### config.mk
export PLATFORM = sky130hd
export DESIGN_NAME = uart_tx_arbiter_flat
export DESIGN_NICKNAME = d
export VERILOG_FILES = /design/src/rtl/uart_tx_arbiter_if.sv /design/src/rtl/uart_tx_arbiter.sv /design/src/flat_wrapper.sv
export SDC_FILE = /design/constraint.sdc
export NUM_CORES = 1
export LEC_CHECK = 0
export BUFFER_PORTS_ARGS = -buffer_cell sky130_fd_sc_hd__buf_2
export CAP_MARGIN = 40
export CORE_MARGIN = 2
export CORE_UTILIZATION = 50
export DETAILED_ROUTE_END_ITERATION = 12
export PLACE_DENSITY = 0.78
export SYNTH_ARGS = -nofsm -noshare
export SYNTH_HDL_FRONTEND = slang
export SYNTH_SLANG_ARGS = --single-unit
### constraint.sdc
create_clock -name clk -period 2.6 [get_ports clk]
set_input_delay 0.13 -clock clk [delete_from_list [all_inputs] [get_ports clk]]
set_output_delay 0.13 -clock clk [all_outputs]
set_load 0.01 [all_outputs]
### src/rtl/uart_tx_arbiter_if.sv
// ============================================================================
// Module   : uart_tx_arbiter_if
// Brief    : Requester-side and transmitter-side byte bus of the UART TX
//            arbiter, plus the grant status outputs.
// Revision : 1.0 - initial release
// ============================================================================
`default_nettype none

interface uart_tx_arbiter_if #(
  parameter int NUM_REQ = 2,
  parameter int GW      = (NUM_REQ > 1) ? $clog2(NUM_REQ) : 1
);

  logic [8*NUM_REQ-1:0] req_data;
  logic [NUM_REQ-1:0]   req_valid;
  logic [NUM_REQ-1:0]   req_last;
  logic [NUM_REQ-1:0]   req_ready;
  logic [7:0]           tx_data;
  logic                 tx_valid;
  logic                 tx_ready;
  logic                 grant_active;
  logic [GW-1:0]        grant_id;

  // Arbiter side
  modport slave (
    input  req_data, req_valid, req_last, tx_ready,
    output req_ready, tx_data, tx_valid, grant_active, grant_id
  );

  // Requesters / transmitter / observer side
  modport master (
    output req_data, req_valid, req_last, tx_ready,
    input  req_ready, tx_data, tx_valid, grant_active, grant_id
  );

endinterface

`default_nettype wire

### src/rtl/uart_tx_arbiter.sv
// ============================================================================
// Module   : uart_tx_arbiter
// Brief    : Round-robin arbiter sharing one UART transmitter byte port among
//            NUM_REQ requesters through a single registered holding byte.
//            An idle-timeout revokes the grant of a stalled owner.
//            Optional macro UART_ARB_PACKET_LOCK_EN: keep the grant until a
//            byte flagged last (otherwise every byte releases the grant).
// Revision : 1.0 - initial release
// ============================================================================
`default_nettype none

module uart_tx_arbiter #(
  parameter int NUM_REQ      = 2,
  parameter int LOCK_TIMEOUT = 1024,
  parameter int GW           = (NUM_REQ > 1) ? $clog2(NUM_REQ) : 1
) (
  input  logic             clk,
  input  logic             reset_n,
  uart_tx_arbiter_if.slave bus
);

  localparam int            CW         = (LOCK_TIMEOUT > 1) ? $clog2(LOCK_TIMEOUT) : 1;
  localparam logic [CW-1:0] C_CNT_LAST = CW'(LOCK_TIMEOUT - 1);
  localparam logic [GW-1:0] C_LAST_IDX = GW'(NUM_REQ - 1);

  typedef enum logic [0:0] {
    S_IDLE = 1'b0,
    S_OWN  = 1'b1
  } state_t;

  state_t        state_q,     state_d;
  logic [GW-1:0] rr_ptr_q,    rr_ptr_d;
  logic [GW-1:0] grant_id_q,  grant_id_d;
  logic [CW-1:0] idle_cnt_q,  idle_cnt_d;
  logic          hold_full_q, hold_full_d;
  logic [7:0]    hold_data_q, hold_data_d;

  int            w_cand;
  logic [GW-1:0] w_cand_idx;
  logic [GW-1:0] w_pick_idx;
  logic          w_pick_found;
  logic [GW-1:0] w_next_ptr;
  logic          w_owner_valid;
  logic          w_owner_last;
  logic [7:0]    w_owner_data;
  logic          w_accept;
  logic          w_release_on_accept;

  // Round-robin search: first valid index at or above rr_ptr, wrapping at NUM_REQ
  always_comb begin
    w_cand       = 0;
    w_cand_idx   = '0;
    w_pick_idx   = rr_ptr_q;
    w_pick_found = 1'b0;
    for (int k = 0; k < NUM_REQ; k++) begin
      w_cand = int'(rr_ptr_q) + k;
      if (w_cand >= NUM_REQ) begin
        w_cand = w_cand - NUM_REQ;
      end
      w_cand_idx = GW'(w_cand);
      if (!w_pick_found && bus.req_valid[w_cand_idx]) begin
        w_pick_found = 1'b1;
        w_pick_idx   = w_cand_idx;
      end
    end
  end

  // Owner-side decode; the pointer wrap is explicit so non-power-of-two counts work
  always_comb begin
    w_owner_valid = bus.req_valid[grant_id_q];
    w_owner_last  = bus.req_last[grant_id_q];
    w_owner_data  = bus.req_data[{grant_id_q, 3'b000} +: 8];
    w_next_ptr    = (grant_id_q == C_LAST_IDX) ? '0 : grant_id_q + GW'(1);
    w_accept      = (state_q == S_OWN) && !hold_full_q && w_owner_valid;
`ifdef UART_ARB_PACKET_LOCK_EN
    w_release_on_accept = w_owner_last;
`else
    w_release_on_accept = 1'b1;
`endif
  end

  // Next-state logic: arbitration, byte accept, last/timeout release, hold drain
  always_comb begin
    state_d     = state_q;
    rr_ptr_d    = rr_ptr_q;
    grant_id_d  = grant_id_q;
    idle_cnt_d  = idle_cnt_q;
    hold_full_d = hold_full_q;
    hold_data_d = hold_data_q;

    // Drain can never coincide with accept, which needs an empty hold
    if (hold_full_q && bus.tx_ready) begin
      hold_full_d = 1'b0;
    end

    case (state_q)
      S_IDLE: begin
        if (w_pick_found) begin
          grant_id_d = w_pick_idx;
          idle_cnt_d = '0;
          state_d    = S_OWN;
        end
      end
      S_OWN: begin
        if (w_accept) begin
          hold_data_d = w_owner_data;
          hold_full_d = 1'b1;
          idle_cnt_d  = '0;
          if (w_release_on_accept) begin
            state_d  = S_IDLE;
            rr_ptr_d = w_next_ptr;
          end
        end else if (!hold_full_q && !w_owner_valid) begin
          if (idle_cnt_q == C_CNT_LAST) begin
            idle_cnt_d = '0;
            state_d    = S_IDLE;
            rr_ptr_d   = w_next_ptr;
          end else begin
            idle_cnt_d = idle_cnt_q + CW'(1);
          end
        end
      end
      default: state_d = S_IDLE;
    endcase
  end

  // State registers with asynchronous active-low clear
  always_ff @(posedge clk or negedge reset_n) begin
    if (!reset_n) begin
      state_q     <= S_IDLE;
      rr_ptr_q    <= '0;
      grant_id_q  <= '0;
      idle_cnt_q  <= '0;
      hold_full_q <= 1'b0;
      hold_data_q <= 8'h00;
    end else begin
      state_q     <= state_d;
      rr_ptr_q    <= rr_ptr_d;
      grant_id_q  <= grant_id_d;
      idle_cnt_q  <= idle_cnt_d;
      hold_full_q <= hold_full_d;
      hold_data_q <= hold_data_d;
    end
  end

  // Ready is offered only to the owner and only while the hold byte is free
  always_comb begin
    bus.req_ready = '0;
    if ((state_q == S_OWN) && !hold_full_q) begin
      bus.req_ready[grant_id_q] = 1'b1;
    end
  end

  assign bus.tx_valid     = hold_full_q;
  assign bus.tx_data      = hold_data_q;
  assign bus.grant_active = (state_q == S_OWN);
  assign bus.grant_id     = grant_id_q;

endmodule

`default_nettype wire

### src/flat_wrapper.sv
// flat-port wrapper written by rule: the top's interface ports become plain ports
module uart_tx_arbiter_flat 
#(
  parameter int NUM_REQ      = 2,
  parameter int LOCK_TIMEOUT = 1024,
  parameter int GW           = (NUM_REQ > 1) ? $clog2(NUM_REQ) : 1
)
  (clk, reset_n, bus_req_data, bus_req_valid, bus_req_last, bus_tx_ready, bus_req_ready, bus_tx_data, bus_tx_valid, bus_grant_active, bus_grant_id);
  uart_tx_arbiter_if #(.NUM_REQ(NUM_REQ), .GW(GW)) bus_i ();
  input  logic clk;
  input  logic reset_n;
  input wire logic [$bits(bus_i.req_data)-1:0] bus_req_data;
  input wire logic [$bits(bus_i.req_valid)-1:0] bus_req_valid;
  input wire logic [$bits(bus_i.req_last)-1:0] bus_req_last;
  input wire logic [$bits(bus_i.tx_ready)-1:0] bus_tx_ready;
  output wire logic [$bits(bus_i.req_ready)-1:0] bus_req_ready;
  output wire logic [$bits(bus_i.tx_data)-1:0] bus_tx_data;
  output wire logic [$bits(bus_i.tx_valid)-1:0] bus_tx_valid;
  output wire logic [$bits(bus_i.grant_active)-1:0] bus_grant_active;
  output wire logic [$bits(bus_i.grant_id)-1:0] bus_grant_id;
  assign bus_i.req_data = bus_req_data;
  assign bus_i.req_valid = bus_req_valid;
  assign bus_i.req_last = bus_req_last;
  assign bus_i.tx_ready = bus_tx_ready;
  assign bus_req_ready = bus_i.req_ready;
  assign bus_tx_data = bus_i.tx_data;
  assign bus_tx_valid = bus_i.tx_valid;
  assign bus_grant_active = bus_i.grant_active;
  assign bus_grant_id = bus_i.grant_id;
  uart_tx_arbiter #(.NUM_REQ(NUM_REQ), .LOCK_TIMEOUT(LOCK_TIMEOUT), .GW(GW)) u_core (.clk(clk), .reset_n(reset_n), .bus(bus_i));
endmodule
==> results.json, run 1 <==
{
  "drt_iter0_markers": 18,
  "io-pin-count": 36,
  "grt_use_total_pct": 21.5,
  "max_slew_margin_pct": 37.5,
  "num_rows": 17,
  "hold_viol_final": 0,
  "fin_setup_tns_ns": 0,
  "criticalPathCategory": "flip-flop to flip-flop",
  "ys.flop_type": "dfrtp_1",
  "syn_nets": 144,
  "status": "complete, no violations",
  "highest_layer": "met4",
  "dpl_cell_area_um2": 1340,
  "layout_common_cells": "buf_2, dfrtp_1, nor2_1, a21oi_1, mux2i_1",
  "hp-class": "input pin to flip-flop",
  "drive_gt1_share_pct": 27.4,
  "rsz0062_at_grt": "false",
  "antenna_found_initial": 0,
  "die_x_um": 51.8,
  "crit_path_max_fanout": 8,
  "finalClockSkew_ns": 0.0107,
  "cts_setup_buffers": 0,
  "vias": 1041,
  "gp_congestion": 0.804,
  "ys_seq_area_share_pct": 48.1,
  "drt-wirelength-per-cell_um": 13.4,
  "timing.final.crit_share_pct": 70.0,
  "p_leak_nw": 0.686,
  "ir_drop_mv": 0.636,
  "grt_max_degree": 23,
  "wirelength_um": 2480,
  "fin_nets": 182,
  "slew_violations": 0,
  "setup_violations": 0,
  "viasPerCell": 5.63,
  "grt_pass1_wl_um": 4300,
  "dp_hpwl_um": 1900,
  "cts_made_buffers": 3,
  "synth_top_area_share_pct": 48.1,
  "cts_tree": "done",
  "min_period_ns": 1.82,
  "ys_ff_latch": 22,
  "synthTopCellsByArea": "dfrtp_1, mux2i_1, nor2_1",
  "cts_hold_buf": 2,
  "met1Wirelength_um": 1140,
  "cts_buffer_depth": 2,
  "overflow": 0,
  "final_common_cell": "buf_2",
  "diodes": 0,
  "clk_latency_ns": 0.32,
  "io_buffers": 33,
  "start_kind": "flip-flop",
  "critPathRequiredTime_ns": 2.81,
  "grt_pass1_vias": 976,
  "yosysTopAreaCell": "dfrtp_1",
  "cts.sinks": 22,
  "cts_resized": 0,
  "die_y_um": 51.8,
  "cts_max_level": 1,
  "yosysWarnings": 0,
  "wl_met3_um": 130,
  "core_um2": 2190,
  "area_growth_pct": 22.0,
  "clk_pin_slew_worst_paths_ns": 0.13,
  "drc": 0,
  "fillerInstances": 181,
  "syn-cell-area_um2": 1140,
  "crit_path_end_kind": "flip-flop",
  "final_util_pct": 63.7,
  "arrival_ns": 2.03,
  "max_freq_mhz": 549,
  "powerDensity_nw_per_um2": 984,
  "hold_slack_ns": 0.0391,
  "met2_length_um": 1170,
  "synth-edff-count": 0,
  "start_util_pct": 52.2,
  "clock_tree.root_cell": "clkbuf_4",
  "synth_cells": 120,
  "drt-pass1-iter-count": 4,
  "final_antenna_net_count": 0,
  "tightest_slew_ns": 0.934,
  "fin_area_um2": 1400,
  "async_reset_ff_share_pct": 100,
  "cap_violations": 0,
  "avgSynthCellArea_um2": 9.53,
  "die_area_um2": 2690,
  "synth.distinct_cells": 40
}
## cell usage after synthesis, types with 2 or more instances
cell type	instances
nand3_1	4
a21oi_1	12
a31oi_1	2
inv_1	6
nand2_1	5
nor2_1	17
nor3_1	2
dfrtp_1	22
o21ai_1	4
o21ai_0	3
nand4_1	2
a21o_1	4
mux2i_1	8
a22o_1	2
nor2b_1	2
## per-stage QoR
step | setup slack, ns | cells | power (W)
2_1_floorplan | 0.951 | 120 | 0.000970
3_3_place_gp | 0.864 | 179 | 0.00115
3_5_place_dp | 0.806 | 179 | 0.00119
4_1_cts | 0.792 | 185 | 0.00138
5_1_grt | 0.610 | 185 | 0.00149
6_report | 0.780 | 185 | 0.00137
## critical path: stages, from the launching register on
cell,delay (ns)
dfrtp_1,0.41
ha_1,0.20
nand3_1,0.26
or3_4,0.50
a31o_1,0.18
a22o_1,0.18
## final cells by class
class,count,area (µm²),area share (%)
Inverter,6,22.5,1.61
Clock buffer,4,36.3,2.60
Tap cell,28,35.0,2.51
Timing Repair Buffer,36,193,13.8
Sequential cell,22,551,39.5
Multi-Input combinational cell,89,558,40.0
## registers in the layout, indices dropped and copies added (netlist names)
signal / flops
u_core.bus.grant_active: 1
u_core.bus.grant_id: 1
u_core.bus.tx_data: 8
u_core.bus.tx_valid: 1
u_core.idle_cnt_q: 10
u_core.rr_ptr_q: 1
## final timing paths
check	from	endpoint	slack [ns]	depth (start not counted)
max in group asynchronous	reset_n	u_core.idle_cnt_q[2]$_DFFE_PN0P_	1.98	2
worst min register to register	u_core.idle_cnt_q[9]$_DFFE_PN0P_	u_core.idle_cnt_q[9]$_DFFE_PN0P_	0.54	1
min in group asynchronous	reset_n	u_core.idle_cnt_q[6]$_DFFE_PN0P_	0.28	2
worst min-delay path	bus_req_valid[0]	u_core.bus.grant_id$_DFFE_PN0P_	0.04	2
worst max-delay path	u_core.idle_cnt_q[1]$_DFFE_PN0P_	u_core.idle_cnt_q[7]$_DFFE_PN0P_	0.78	5
worst max register to register	u_core.idle_cnt_q[1]$_DFFE_PN0P_	u_core.idle_cnt_q[7]$_DFFE_PN0P_	0.78	5
## kinds of logic after synthesis
group	Yosys count	synth area share (%)
AO/OA/AOI/OAI	34	18.5
XOR/XNOR	1	0.766
multiplexers	10	9.19
flip-flops	22	48.1
AND/OR/NAND/NOR	43	19.3
buffers and inverters	9	3.06
adder cells (fa/ha/maj)	1	1.09
## report_power, final
group	total, W	internal (W)	switching (W)
registers	0.000533	0.000449	0.0000840
logic	0.000646	0.000273	0.000373
clock network	0.000193	0.0000856	0.000108
## metal layers
layer | vias to the layer above | GRT usage, %
li1 | 513 | -
met1 | 485 | 28.2
met2 | 39 | 34.8
met3 | 4 | 2.59
met4 | 0 | 10.5
met5 | - | 0
Power figures use the tool's default switching activity.
==> run 2, diff against run 1 <==
Settings changed: CORE_UTILIZATION 50 to 49, PLACE_DENSITY 0.78 to 0.77.
Clock period 2.6 ns to 1.85 ns, I/O delays scaled along.
==> results.json, run 2 (synthesis gave the netlist of run 1 again) <==
{
  "drive_gt1_share_pct": 27.8,
  "wirelength_um": 2680,
  "dp_hpwl_um": 2020,
  "cts_max_level": 1,
  "cts.sinks": 22,
  "drt_iter0_markers": 21,
  "r2r_cells": 5,
  "cts_setup_buffers": 0,
  "io_buffers": 33,
  "arrival_ns": 1.92,
  "fin_setup_tns_ns": 0,
  "cap_violations": 0,
  "cp.buffers_inverters": 0,
  "cts_made_buffers": 3,
  "num_rows": 17,
  "critPathRequiredTime_ns": 2.05,
  "cts_resized": 0,
  "fin_nets": 184,
  "min_to": "u_core.bus.grant_id$_DFFE_PN0P_",
  "max_slew_margin_pct": 67.0,
  "dpl_cell_area_um2": 1350,
  "drt-pass1-iter-count": 4,
  "drc": 0,
  "worst-path-stages": 5,
  "crit_path_end_kind": "flip-flop",
  "hold_viol_final": 0,
  "grt_max_degree": 23,
  "final_antenna_net_count": 0,
  "antenna_found_initial": 0,
  "r2r_start": "u_core.idle_cnt_q[0]$_DFFE_PN0P_",
  "die_y_um": 52.3,
  "clk_latency_ns": 0.30,
  "rsz0062_at_grt": "false",
  "vias": 1073,
  "p_leak_nw": 0.688,
  "start_kind": "flip-flop",
  "cpMaxStageDelayCell": "or3_4",
  "ir_drop_mv": 0.829,
  "grt_pass1_vias": 1051,
  "top_register": "u_core.idle_cnt_q",
  "overflow": 0,
  "whs_path_depth": 2,
  "r2r_setup_slack_ns": 0.13,
  "powerDensity_nw_per_um2": 1360,
  "gp_congestion": 0.949,
  "final_common_cell": "buf_2",
  "fin_area_um2": 1400,
  "cts_buffer_depth": 2,
  "viasPerCell": 5.77,
  "finalClockSkew_ns": 0.00118,
  "io-pin-count": 36,
  "criticalPathCategory": "flip-flop to flip-flop",
  "area_growth_pct": 22.1,
  "grt_use_total_pct": 21.9,
  "hp-class": "input pin to flip-flop",
  "setup_violations": 0,
  "largest_reg_flops": 10,
  "diodes": 0,
  "cts_tree": "done",
  "timing.final.crit_share_pct": 93.1,
  "critical_path.top_delay_family": "simple AND/OR/NAND/NOR gates",
  "grt_pass1_wl_um": 4460,
  "start_util_pct": 51.7,
  "layout_common_cells": "buf_2, dfrtp_1, nor2_1, a21oi_1, mux2i_1",
  "drt-wirelength-per-cell_um": 14.4,
  "dp_slack_ns": 0.0677,
  "die_x_um": 52.3,
  "max_stage_delay_ns": 0.45,
  "max_freq_mhz": 580,
  "min_from": "bus_req_valid[0]",
  "clock_tree.root_cell": "clkbuf_4",
  "clk_pin_slew_worst_paths_ns": 0.12,
  "die_area_um2": 2740,
  "timing.final.ws_setup_ns": 0.127,
  "crit_chain": "ha_1 > nand3_1 > or3_4 > a31o_1 > a22o_1",
  "core_um2": 2210,
  "status": "complete, no violations",
  "tightest_slew_ns": 0.495,
  "crit_path_max_fanout": 4,
  "slew_violations": 0,
  "worstReg2RegEnd": "u_core.idle_cnt_q[7]$_DFFE_PN0P_",
  "min_period_ns": 1.72,
  "cts_hold_buf": 2
}
-- run 2: changes by cell type in the layout (fill, tap and decap cells not counted) --
cell,delta
clkbuf_8,-1
buf_4,+2
-- run 2: worst register-to-register path, delay by kind of cell (launching register included) --
family | cells | cell delay (ns)
simple gates | 2 | 0.62
fa+ha+maj | 1 | 0.20
compound gates | 2 | 0.39
flops | 1 | 0.41
-- run 2: worst max path at each step --
stage,endpoint,slack [ns],startpoint
floorplan,u_core.idle_cnt_q[7]$_DFFE_PN0P_,0.20,u_core.idle_cnt_q[0]$_DFFE_PN0P_
finish,u_core.idle_cnt_q[7]$_DFFE_PN0P_,0.13,u_core.idle_cnt_q[0]$_DFFE_PN0P_
global placement,u_core.bus.tx_data[3]$_DFFE_PN0P_,0.20,u_core.bus.tx_valid$_DFF_PN0_
detailed placement,u_core.bus.tx_data[5]$_DFFE_PN0P_,0.07,u_core.bus.tx_valid$_DFF_PN0_
global route,u_core.idle_cnt_q[9]$_DFFE_PN0P_,0.03,u_core.idle_cnt_q[0]$_DFFE_PN0P_
CTS,u_core.bus.tx_data[5]$_DFFE_PN0P_,0.03,u_core.bus.tx_valid$_DFF_PN0_
-- run 2: area by class of cell --
type | instances | area, µm²
fill | 194 | 816
multi-input combinational | 89 | 558
sequential | 22 | 551
timing repair buffer | 38 | 208
tap | 28 | 35.0
clock buffer | 3 | 22.5
inverter | 6 | 22.5
-- run 2: per-stage QoR --
stage                     power (W)  hold slack, ns  std cells  util (%)
after floorplan             0.00136          -0.203        120         -
after global placement      0.00162          0.0771        180      60.9
after detailed placement    0.00167          0.0855        180      60.9
after CTS                   0.00189          0.0150        185      62.8
after global routing        0.00206         0.00596        186      63.1
final                       0.00190          0.0274        186      63.1
-- run 2: where the power goes --
group	internal (W)	switching [W]	leakage, nW
registers	0.000631	0.000111	0.270
clock network	0.0000758	0.000138	0.0138
logic	0.000398	0.000542	0.404
-- run 2: metal layers --
metal	GRT usage (%)	vias to the layer above	share of wire, %	routed length [µm]
li1	-	509	-	-
met5	0	-	0	0
met4	14.1	0	2.8	76
met1	28.1	499	43	1150
met2	32.7	48	49	1310
met3	5.43	17	5.1	137
